### src/rtl/reg_write_queue_if.sv
// Write-request channel into the register-file write queue.
// The requester drives the master side; the queue is the slave.
interface reg_write_queue_if #(
    parameter int DATA_W = 16
);
    logic              wr_valid;
    logic              wr_ready;
    logic [3:0]        wr_reg;
    logic [DATA_W-1:0] wr_data;

    modport master (
        output wr_valid,
        output wr_reg,
        output wr_data,
        input  wr_ready
    );

    modport slave (
        input  wr_valid,
        input  wr_reg,
        input  wr_data,
        output wr_ready
    );
endinterface

### src/rtl/reg_write_queue.sv
// In-order write-back queue feeding the 16-entry register file through a registered one-hot wordline.
// Define REG_WRITE_BYPASS_EN to build the youngest-match lookup; otherwise lookup_hit/lookup_data read 0.
module reg_write_queue #(
    parameter int DEPTH  = 4,
    parameter int DATA_W = 16
) (
    input  logic                     clk,
    input  logic                     rst,
    reg_write_queue_if.slave         wr,
    input  logic                     stall,
    input  logic                     flush,
    output logic                     WriteEnable,
    output logic [15:0]              Wordline,
    output logic [DATA_W-1:0]        WriteData,
    input  logic [3:0]               lookup_reg,
    output logic                     lookup_hit,
    output logic [DATA_W-1:0]        lookup_data,
    output logic [$clog2(DEPTH):0]   count
);

    localparam int PTR_W = $clog2(DEPTH);
    localparam int CNT_W = PTR_W + 1;

    typedef enum logic {IDLE, ACTIVE} state_t;

    state_t              state, state_next;
    logic [3:0]          reg_mem  [DEPTH];
    logic [DATA_W-1:0]   data_mem [DEPTH];
    logic [PTR_W-1:0]    head, tail;
    logic                full;
    logic                accept;
    logic                do_enq;
    logic                do_pop;

    assign full        = (count == CNT_W'(DEPTH));
    assign wr.wr_ready = !full;
    assign accept      = wr.wr_valid && !full && !flush;
    // R0 is hardwired zero: the handshake completes but nothing is stored.
    assign do_enq      = accept && (wr.wr_reg != 4'd0);
    assign do_pop      = (state == ACTIVE) && !stall && !flush;

    always_ff @(posedge clk or posedge rst) begin
        if (rst) begin
            state <= IDLE;
        end else begin
            state <= state_next;
        end
    end

    always_comb begin
        state_next = state;
        case (state)
            IDLE: begin
                if (do_enq) begin
                    state_next = ACTIVE;
                end
            end
            ACTIVE: begin
                if (flush) begin
                    state_next = IDLE;
                end else if (do_pop && (count == CNT_W'(1)) && !do_enq) begin
                    state_next = IDLE;
                end
            end
            default: state_next = IDLE;
        endcase
    end

    always_ff @(posedge clk or posedge rst) begin
        if (rst) begin
            head  <= '0;
            tail  <= '0;
            count <= '0;
        end else if (flush) begin
            head  <= '0;
            tail  <= '0;
            count <= '0;
        end else begin
            if (do_enq) begin
                tail <= tail + PTR_W'(1);
            end
            if (do_pop) begin
                head <= head + PTR_W'(1);
            end
            if (do_enq && !do_pop) begin
                count <= count + CNT_W'(1);
            end else if (do_pop && !do_enq) begin
                count <= count - CNT_W'(1);
            end
        end
    end

    // Entry storage needs no reset; occupancy alone decides which slots are live.
    always_ff @(posedge clk) begin
        if (do_enq) begin
            reg_mem[tail]  <= wr.wr_reg;
            data_mem[tail] <= wr.wr_data;
        end
    end

    always_ff @(posedge clk or posedge rst) begin
        if (rst) begin
            WriteEnable <= 1'b0;
            Wordline    <= '0;
            WriteData   <= '0;
        end else if (do_pop) begin
            WriteEnable <= 1'b1;
            Wordline    <= 16'd1 << reg_mem[head];
            WriteData   <= data_mem[head];
        end else begin
            WriteEnable <= 1'b0;
            Wordline    <= '0;
        end
    end

`ifdef REG_WRITE_BYPASS_EN
    logic [PTR_W-1:0] idx;

    // Scan oldest to youngest so the last match seen is the youngest pending write.
    always_comb begin
        lookup_hit  = 1'b0;
        lookup_data = '0;
        idx         = '0;
        if (lookup_reg != 4'd0) begin
            if (WriteEnable && Wordline[lookup_reg]) begin
                lookup_hit  = 1'b1;
                lookup_data = WriteData;
            end
            for (int i = 0; i < DEPTH; i++) begin
                idx = head + PTR_W'(i);
                if ((CNT_W'(i) < count) && (reg_mem[idx] == lookup_reg)) begin
                    lookup_hit  = 1'b1;
                    lookup_data = data_mem[idx];
                end
            end
        end
    end
`else
    logic unused_lookup;

    assign unused_lookup = ^lookup_reg;
    assign lookup_hit    = 1'b0;
    assign lookup_data   = '0;
`endif

endmodule

### src/flat_wrapper.sv
// flat-port wrapper written by rule: the top's interface ports become plain ports
module reg_write_queue_flat 
#(
    parameter int DEPTH  = 4,
    parameter int DATA_W = 16
)
  (clk, rst, stall, flush, WriteEnable, Wordline, WriteData, lookup_reg, lookup_hit, lookup_data, count, wr_wr_valid, wr_wr_reg, wr_wr_data, wr_wr_ready);
  reg_write_queue_if #(.DATA_W(DATA_W)) wr_i ();
  input  logic clk;
  input  logic rst;
  input  logic stall;
  input  logic flush;
  output logic WriteEnable;
  output logic [15:0] Wordline;
  output logic [DATA_W-1:0] WriteData;
  input  logic [3:0] lookup_reg;
  output logic lookup_hit;
  output logic [DATA_W-1:0] lookup_data;
  output logic [$clog2(DEPTH):0] count;
  input wire logic [$bits(wr_i.wr_valid)-1:0] wr_wr_valid;
  input wire logic [$bits(wr_i.wr_reg)-1:0] wr_wr_reg;
  input wire logic [$bits(wr_i.wr_data)-1:0] wr_wr_data;
  output wire logic [$bits(wr_i.wr_ready)-1:0] wr_wr_ready;
  assign wr_i.wr_valid = wr_wr_valid;
  assign wr_i.wr_reg = wr_wr_reg;
  assign wr_i.wr_data = wr_wr_data;
  assign wr_wr_ready = wr_i.wr_ready;
  reg_write_queue #(.DEPTH(DEPTH), .DATA_W(DATA_W)) u_core (.clk(clk), .rst(rst), .wr(wr_i), .stall(stall), .flush(flush), .WriteEnable(WriteEnable), .Wordline(Wordline), .WriteData(WriteData), .lookup_reg(lookup_reg), .lookup_hit(lookup_hit), .lookup_data(lookup_data), .count(count));
endmodule
### config.mk
export PLATFORM = sky130hd
export DESIGN_NAME = reg_write_queue_flat
export DESIGN_NICKNAME = d
export VERILOG_FILES = /design/src/rtl/reg_write_queue_if.sv /design/src/rtl/reg_write_queue.sv /design/src/flat_wrapper.sv
export SDC_FILE = /design/constraint.sdc
export NUM_CORES = 1
export LEC_CHECK = 0
export ABC_AREA = 1
export CAP_MARGIN = 40
export CORE_ASPECT_RATIO = 0.5
export CORE_MARGIN = 2
export CORE_UTILIZATION = 43
export DETAILED_ROUTE_END_ITERATION = 16
export GPL_TIMING_DRIVEN = 0
export PLACE_DENSITY = 0.75
export SLEW_MARGIN = 20
export SYNTH_ARGS = -nofsm -noshare
export SYNTH_HDL_FRONTEND = slang
export SYNTH_SLANG_ARGS = --single-unit
### constraint.sdc
create_clock -name clk -period 3.5 [get_ports clk]
set_clock_uncertainty 0.05 [all_clocks]
set_input_delay 0.35 -clock clk [delete_from_list [all_inputs] [get_ports clk]]
set_output_delay 0.35 -clock clk [all_outputs]
set_load 0.1 [all_outputs]
==> impl_metrics.env, run 1 <==
export IMPL_multi_input_area_mm2=0.00123
export IMPL_n_fill_cell=791
export IMPL_gr_total_overflow=0
export IMPL_yosysMostFrequentCell="nand2_1"
export IMPL_gp_congestion=0.779
export IMPL_htreeDepth=4
export IMPL_seq_area_mm2=0.00343
export IMPL_grt_pass1_vias=3581
export IMPL_tritoncts="built"
export IMPL_drv_slew=0
export IMPL_die_area_mm2=0.0123
export IMPL_yosysTopAreaCell="edfxtp_1"
export IMPL_die_w_um=155
export IMPL_routed_wl_mm=11.4
export IMPL_start_util_pct=44.4
export IMPL_async_flop_share_pct=33.9
export IMPL_critPathCaptureType="output pin"
export IMPL_clk_pin_slew_worst_paths_ns=0.06
export IMPL_root_buffer="clkbuf_16"
export IMPL_rsz0062_at_grt="false"
export IMPL_hold_violations=0
export IMPL_viasPerCell=4.96
export IMPL_slew_headroom_pct=51.7
export IMPL_n_antenna_cell=0
export IMPL_hold_class="in2async"
export IMPL_coreArea_mm2=0.0110
export IMPL_met3_usage_pct=5.10
export IMPL_areaGrowthSynthToFinish_pct=42.5
export IMPL_hold_ws_ns=0.199
export IMPL_cap_violations=0
export IMPL_hold_buffers=0
export IMPL_tns_ns=0
export IMPL_ios=83
export IMPL_postCtsSetupBuffers=0
export IMPL_avgSynthCellArea_um2=11.5
export IMPL_grt_util_met1_pct=23.4
export IMPL_setup_violations_final=0
export IMPL_synthCells=426
export IMPL_synth_edff_count=80
export IMPL_top_usage_layer="met2"
export IMPL_p_per_area_mw_per_mm2=806
export IMPL_dp_hpwl_mm=7.24
export IMPL_min_period_ns=2.34
export IMPL_grt_max_degree=29
export IMPL_wire_per_inst_um=15.8
export IMPL_ys_types=25
export IMPL_setup_worst_path_start_class="flop"
export IMPL_remaining_drc_errors=0
export IMPL_layout_nets=599
export IMPL_crit_start="u_core.count[0]"
export IMPL_netlist_area_leader_share_pct=49.0
export IMPL_synth_common_cells="89 x nand2_1, 80 x edfxtp_1, 63 x nor2_1"
export IMPL_grt_pass1_wl_mm=18.0
export IMPL_outcome="finished clean"
export IMPL_antenna_found_initial=0
export IMPL_p_leak_nw=2.92
export IMPL_io_buffers=61
export IMPL_synth_flop_cell="edfxtp_1"
export IMPL_rows=27
export IMPL_antenna_left=0
export IMPL_ys_seq_area_share_pct=69.9
export IMPL_crit_arrival_ns=1.94
export IMPL_clockBufferDepth=2
export IMPL_ir_drop_uv=409
export IMPL_cp_required_ns=3.10
export IMPL_yosysWarnings=0
export IMPL_netlist_area_mm2=0.00491
export IMPL_vias=3574
export IMPL_path_class="reg2out"
export IMPL_ctsResizeCount=0
export IMPL_cts_buffers=17
export IMPL_worstPathMaxFanout=5
export IMPL_clock_sinks=121
export IMPL_drt_iter0_markers=266
export IMPL_max_freq_mhz=428
export IMPL_period_share_pct=66.8
export IMPL_grt_util_met2_pct=33.8
export IMPL_worst_pin_slew_ns=0.722
export IMPL_clock_latency_ns=0.41
export IMPL_reg2reg_from="u_core.count[0]"
export IMPL_die_h_um=79.5
export IMPL_drive_gt1_share_pct=20.0
export IMPL_synth_seq_cells=121
export IMPL_drt_pass1_iter_count=5
export IMPL_synth_area_top_cells="edfxtp_1 49%, dfrtp_1 21%, nand2_1 6.8%, nor2_1 4.8%, o21ai_0 4.1%"
export IMPL_track_usage_pct=19.7
cells by family (layout without fill, tap and decap cells):
group                      count (synthesis)  in the layout  synth area share, %
AOI/OAI and AO/OA                         62             62                 7.04
buffers and inverters                     60            193                 6.68
and+or+nand+nor                          173            173                 14.1
other                                      1             17               0.0764
xor gates and xnor gates                   1              1                0.179
DFF                                      121            121                 69.9
adders and majority gates                  8              8                 2.04
cell type report:
class / instances / area share, %
inverters: 26 / 1.40
well taps: 145 / 2.60
plain buffers: 34 / 3.29
repair buffers: 101 / 17.3
flip-flops and latches: 121 / 49.0
clock inverters: 9 / 2.17
multi-input cells: 261 / 17.6
clock buffers: 23 / 6.55
cell usage in the layout, fill, tap and decap left out, types with 2 or more instances in the layout:
cell type and count:
a21oi_1 2, buf_2 10, buf_4 18, buf_6 4, buf_8 38, bufinv_16 4
clkbuf_1 8, clkbuf_16 17, clkdlybuf4s50_1 61, clkinv_2 3, conb_1 17, dfrtp_1 41
edfxtp_1 80, ha_1 8, inv_1 20, inv_2 6, nand2_1 89, nand2_2 2
nand3_1 14, nor2_1 59, nor2_2 3, nor2_4 3, o211ai_2 2, o21ai_0 40
o21ai_1 2, o22ai_1 16
report_power, final:
| part | internal [mW] | switching (mW) | total, mW |
|---|---|---|---|
| logic | 0.671 | 1.35 | 2.02 |
| registers | 1.70 | 0.0943 | 1.79 |
| clock network | 1.21 | 0.612 | 1.82 |
| total | 3.58 | 2.06 | 5.63 |
stage by stage:
step	utilization, %	setup WS (ns)	power, mW	std cells	area, µm²
floorplan	-	-0.306	3.05	442	4970
global placement	52.1	0.0798	3.42	648	5760
detailed placement	57.8	1.01	3.83	688	6380
CTS	63.3	1.16	5.65	720	6990
global route	63.3	1.03	5.82	720	6990
finish	63.3	1.16	5.63	720	6990
registers in the layout, indices dropped and copies added (netlist names):
signal / cells
u_core.tail: 2
u_core.count: 3
u_core.state: 1
u_core.reg_mem: 16
u_core.data_mem: 64
u_core.head: 2
u_core.WriteEnable: 1
u_core.Wordline: 16
u_core.WriteData: 16
critical path, stage by stage (launching register included):
cell and delay [ns]:
dfrtp_1 0.44, inv_1 0.11, ha_1 0.20, nand2_1 0.07
clkdlybuf4s50_1 0.51, buf_8 0.20
per-layer routing:
layer | up-vias | part of all wire [%]
li1 | 1671 | -
met1 | 1702 | 42
met2 | 179 | 49
met3 | 22 | 7.4
met4 | 0 | 2.0
met5 | - | 0
final timing paths:
check,end,slack [ns],cells past startpoint
min in group clk,u_core.WriteData[7],0.43,2
worst min-delay path,u_core.WriteData[4],0.20,2
worst max register to register,u_core.data_mem[2][3],1.31,8
worst min register to register,u_core.WriteData[7],0.43,2
worst max-delay path,wr_wr_ready,1.16,5
max in group asynchronous,u_core.WriteData[3],2.73,3
Power figures use the tool's default switching activity.
==> inputs of run 2 (changes only) <==
Settings changed: PLACE_DENSITY 0.75 to 0.77.
Clock period 3.5 ns to 1.94 ns, I/O delays scaled along.
==> run 2 against run 1 <==
Against the previous run: the flow now finishes with violations (negative setup slack); largest cell class unchanged; largest power group unchanged; final cell count is 0.14% lower; setup slack lost 1.3 ns; final area up 0.43%; critical path depth is 2 higher; wire length fell by 3.3%; utilization rose by 0.27 points; highest routed layer unchanged; via count down 0.90%.
==> impl_metrics.env, run 2 (same netlist as run 1, synthesis figures left out) <==
export IMPL_n_fill_cell=788
export IMPL_antenna_left=0
export IMPL_setup_worst_path_start_class="flop"
export IMPL_drive_gt1_share_pct=21.6
export IMPL_reg2reg_from="u_core.count[0]"
export IMPL_wire_per_inst_um=15.3
export IMPL_reg2reg_depth=7
export IMPL_rows=27
export IMPL_clk_pin_slew_worst_paths_ns=0.05
export IMPL_hold_violations=0
export IMPL_start_util_pct=44.4
export IMPL_outcome="complete, but fails checks"
export IMPL_clock_latency_ns=0.41
export IMPL_rsz0062_at_grt="true"
export IMPL_coreArea_mm2=0.0110
export IMPL_root_buffer="clkbuf_16"
export IMPL_path_class="reg2reg"
export IMPL_min_period_ns=2.04
export IMPL_clockBufferDepth=2
export IMPL_n_antenna_cell=0
export IMPL_die_h_um=79.5
export IMPL_antenna_found_initial=0
export IMPL_grt_pass1_wl_mm=17.8
export IMPL_critPathCaptureType="flop"
export IMPL_p_per_area_mw_per_mm2=1440
export IMPL_slew_headroom_pct=52.4
export IMPL_setup_ws_ns=-0.0993
export IMPL_track_usage_pct=19.5
export IMPL_worst_pin_slew_ns=0.712
export IMPL_final_common_cell="nand2_1"
export IMPL_io_buffers=61
export IMPL_tritoncts="built"
export IMPL_viasPerCell=4.93
export IMPL_drt_pass1_iter_count=4
export IMPL_layout_nets=598
export IMPL_grt_max_degree=24
export IMPL_routed_wl_mm=11.0
export IMPL_p_leak_nw=2.89
export IMPL_clock_sinks=121
export IMPL_max_freq_mhz=490
export IMPL_dp_hpwl_mm=7.05
export IMPL_ir_drop_uv=747
export IMPL_layout_common_cells="88 x nand2_1, 80 x edfxtp_1, 60 x clkdlybuf4s50_1"
export IMPL_cp_required_ns=1.93
export IMPL_remaining_drc_errors=0
export IMPL_reg2reg_to="u_core.reg_mem[0][2]"
export IMPL_ios=83
export IMPL_largest_reg_flops=64
export IMPL_gr_total_overflow=0
export IMPL_die_area_mm2=0.0123
export IMPL_die_w_um=155
export IMPL_design_area_mm2=0.00702
export IMPL_grt_pass1_vias=3575
export IMPL_tns_ns=-6.98
export IMPL_violations="negative setup slack"
export IMPL_crit_arrival_ns=2.03
export IMPL_regMostFlops="u_core.data_mem"
export IMPL_htreeDepth=4
export IMPL_setup_violations_final=80
export IMPL_areaGrowthSynthToFinish_pct=43.1
export IMPL_drt_iter0_markers=288
export IMPL_drv_slew=0
export IMPL_worstPathMaxFanout=20
export IMPL_cts_buffers=17
export IMPL_place_area_mm2=0.00641
export IMPL_vias=3542
export IMPL_hold_class="in2async"
export IMPL_gp_congestion=0.748
export IMPL_cap_violations=0
export IMPL_period_share_pct=105
export IMPL_crit_end="u_core.reg_mem[0][2]"
export IMPL_worst_r2r_setup_slack_ns=-0.1
export IMPL_crit_start="u_core.count[0]"
[run 2: report_power, final]
group          switching [mW]  internal (mW)
clock                    1.12           2.02
combinational            2.47           1.26
sequential              0.181           3.08
total                    3.77           6.36
[run 2: cell type report]
class / instances / area, µm² / area share, %
Tap cell: 145 / 181 / 2.58
Sequential cell: 121 / 3440 / 49.0
Buffer: 34 / 230 / 3.28
Multi-Input combinational cell: 261 / 1270 / 18.1
Inverter: 26 / 105 / 1.50
Clock buffer: 22 / 484 / 6.90
Clock inverter: 10 / 115 / 1.64
Timing Repair Buffer: 100 / 1200 / 17.1
[run 2: what timing repair did]
action | CTS | global route
pin swaps | 2 | 2
endpoints found under the setup margin | 81 | 81
gates resized for setup | 2 | 0
buffers inserted | 0 | 1
hold buffers | 0 | 0
[run 2: worst min path at each step]
stage / endpoint / slack (ns) / cells past startpoint
6_report: u_core.Wordline[1] / 0.05 / 2
5_1_grt: u_core.Wordline[1] / 0.07 / 2
4_1_cts: u_core.Wordline[1] / 0.05 / 2
3_5_place_dp: u_core.WriteData[1] / 0.42 / 2
3_3_place_gp: u_core.WriteData[3] / 0.41 / 2
2_1_floorplan: u_core.head[0] / 0.22 / 1
[run 2: routing by layer]
layer | vias to the layer above | global-route usage (%) | wire [µm]
met2 | 142 | 33.0 | 5470
met5 | - | 0 | 0
met4 | 0 | 9.54 | 161
met1 | 1709 | 23.0 | 4620
met3 | 13 | 5.92 | 753
li1 | 1678 | - | -
[run 2: per-stage QoR]
stage / total power [mW] / util [%] / hold slack (ns) / setup WS [ns] / std cells
after global routing: 10.5 / 63.6 / 0.0703 / -0.209 / 719
after global placement: 6.28 / 52.8 / 0.415 / -0.410 / 648
after detailed placement: 7.00 / 58.0 / 0.418 / -0.408 / 686
after floorplan: 5.61 / - / 0.217 / -0.188 / 442
final: 10.1 / 63.6 / 0.0491 / -0.0993 / 719
after CTS: 10.1 / 63.5 / 0.0527 / -0.136 / 718
[run 2: critical path, cell delays in order (launching register included)]
cell	delay (ns)
dfrtp_4	0.45
inv_4	0.05
ha_4	0.17
nand2_8	0.06
inv_4	0.03
nor2_4	0.13
nand2_4	0.15
nor2_4	0.58
==> patch: new RTL, config.mk and constraints of run 2 <==
Build with the macro `REG_WRITE_BYPASS_EN` defined.
--- a/src/rtl/reg_write_queue.sv
+++ b/src/rtl/reg_write_queue.sv
@@ -2,2 +2,4 @@
 // Define REG_WRITE_BYPASS_EN to build the youngest-match lookup; otherwise lookup_hit/lookup_data read 0.
+`define REG_WRITE_BYPASS_EN
+
 module reg_write_queue #(
Function: changed (Yosys sat finds a counterexample within 4 cycles, from zero or initial values and one cycle with rst high).
==> patch against run 2 <==
The run still ends with setup timing left. Critical path depth rose by 7. Routed wire length grew to 2.7 times the old value. Sequential cell count unchanged. Power grew 22%. Via count grew 140%. Area after synthesis grew 51%. Worst setup slack got worse by 1100 ps. Final area is 64% higher. Critical path type is now register to primary output. Largest cell class is now multi-input gates. Highest routed layer unchanged.
==> patch: results (changes against run 2) <==
slowest library cell on the worst path - dfrtp_1
peak supply drop - 0.736 mV (-1.4%)
R2R setup slack - -130 ps (-30 ps)
post-synthesis cell count - 1018 (+140%)
Post-Place Cell Area - 9630 um2 (+50%)
wire length after detailed routing - 29900 um (+170%)
sequential share of the synthesized area - 46.2% (-24 points)
PnR worst setup slack - -1210 ps (-1110 ps)
longest individual stage delay on the worst path - 370 ps (-210 ps)
maximum net fanout on the critical path - 10 (-50%)
number of detailed-routing iterations run before antenna repair - 6 (+2)
number of global-route vias before repair - 8039 (+120%)
worst slew margin relative to its limit - 48.7% (-3.8 points)
violated checks - setup timing
routed length per instance - 20.4 um (+33%)
number of cells on the worst reg-to-reg path - 12 (+5)
global-route wire length before repair - 43300 um (+140%)
number of flops mapped to enable cells by yosys - 80 (unchanged)
detailed placement HPWL - 18500 um (+160%)
run status - complete, but fails checks
worst setup path startpoint - u_core.head[1]$_DFFE_PP0P_
total setup violations reported at the end of the flow - 66 (-18%)
internal power consumption - 0.00705 W (+11%)
Buffers on Ports - 80 (+31%)
worst skew pair latency - 430 ps (+20 ps)
Worst R2R End - u_core.reg_mem[2][0]$_DFFE_PP_
leakage power figure - 5.11 nW (+77%)
cells taking the most area after synthesis - edfxtp_1 (32%), nand2_1 (17%), dfrtp_1 (14%)
pin count of the biggest net entering global routing - 25 (+4.2%)
crit path capture - lookup_data[2]
number of unique standard cell types used by synthesis - 33 (+32%)
worst path arrival time - 2900 ps (+870 ps)
total number of nets in the final design - 1265 (+110%)
most used standard cells in the synthesized netlist - nand2_1 (338), o21ai_0 (147), nor2_1 (137)
initial antenna violation count - 0 (unchanged)
routability congestion estimate - 0.971 (+30%)
routed vias/inst - 5.77 (+17%)
## patch: cell count changes after synthesis, moves of 7 or more
cell      change
o22ai_1      -15
a21oi_2       +7
inv_1        +72
a21oi_1      +10
o21ai_0     +107
nand3_1      +37
buf_4        -14
nor2_1       +74
clkbuf_1     +20
nand2_1     +249
o21ai_1      +10
## patch: cell type report
class | instances | area (um2)
Buffer | 53 | 399
Clock buffer | 25 | 551
Clock inverter | 7 | 47.5
Fill cell | 1126 | 5090
Inverter | 98 | 398
Multi-Input combinational cell | 748 | 4030
Sequential cell | 121 | 3460
Tap cell | 227 | 284
Timing Repair Buffer | 189 | 2380
## patch: worst min-delay path by stage
stage | startpoint | to | slack, ps | cells after the start
2_1_floorplan | wr_wr_data[0] | u_core.data_mem[0][0]$_DFFE_PP_ | 240 | 0
4_1_cts | rst | u_core.WriteData[12]$_DFFE_PP0P_ | 50 | 2
3_5_place_dp | u_core.state$_DFF_PP0_ | u_core.state$_DFF_PP0_ | 440 | 1
3_3_place_gp | u_core.state$_DFF_PP0_ | u_core.state$_DFF_PP0_ | 430 | 1
5_1_grt | rst | u_core.WriteData[12]$_DFFE_PP0P_ | 90 | 2
6_report | rst | u_core.WriteData[12]$_DFFE_PP0P_ | 60 | 2
## patch: layer usage
layer	GRT usage (%)	routed length, um	vias up	share of wire, %
met5	0	0	-	0
met4	14.3	1540	0	5.1
met3	9.76	3780	171	13
met2	46.9	13100	661	44
met1	40.2	11500	3937	38
li1	-	-	3696	-
## patch: per-stage QoR
stage	worst slack, ps	hold WS (ps)
4_1_cts	-1010	48.2
2_1_floorplan	-680	243
5_1_grt	-1250	89.6
3_5_place_dp	-1620	441
3_3_place_gp	-1990	434
6_report	-1210	55.4
## patch: power by group through the flow
stage	sequential (W)	clock (W)	combinational, W
final	0.00327	0.00319	0.00587
after CTS	0.00324	0.00316	0.00545
after global routing	0.00327	0.00329	0.00609
after global placement	0.00330	0	0.00420
after detailed placement	0.00330	0	0.00510
after floorplan	0.00443	0	0.00202
## patch: cell families (layout without fill, tap and decap cells)
| family | after synthesis | in the layout | synth area share (%) |
|---|---|---|---|
| buffers and inverters | 153 | 372 | 9.12 |
| DFF | 121 | 121 | 46.2 |
| adders and majority gates | 8 | 8 | 1.35 |
| and+or+nand+nor | 542 | 546 | 29.1 |
| muxes | 2 | 2 | 0.270 |
| xor gates and xnor gates | 4 | 4 | 0.472 |
| AOI/OAI and AO/OA | 188 | 188 | 13.5 |
## patch: repair_timing
| item | in CTS | in global routing |
|---|---|---|
| buffers inserted | 49 | 15 |
| gates cloned | 7 | 5 |
| endpoints found under the setup margin | 115 | 64 |
| pin swaps | 24 | 36 |
| resized for setup | 122 | 136 |
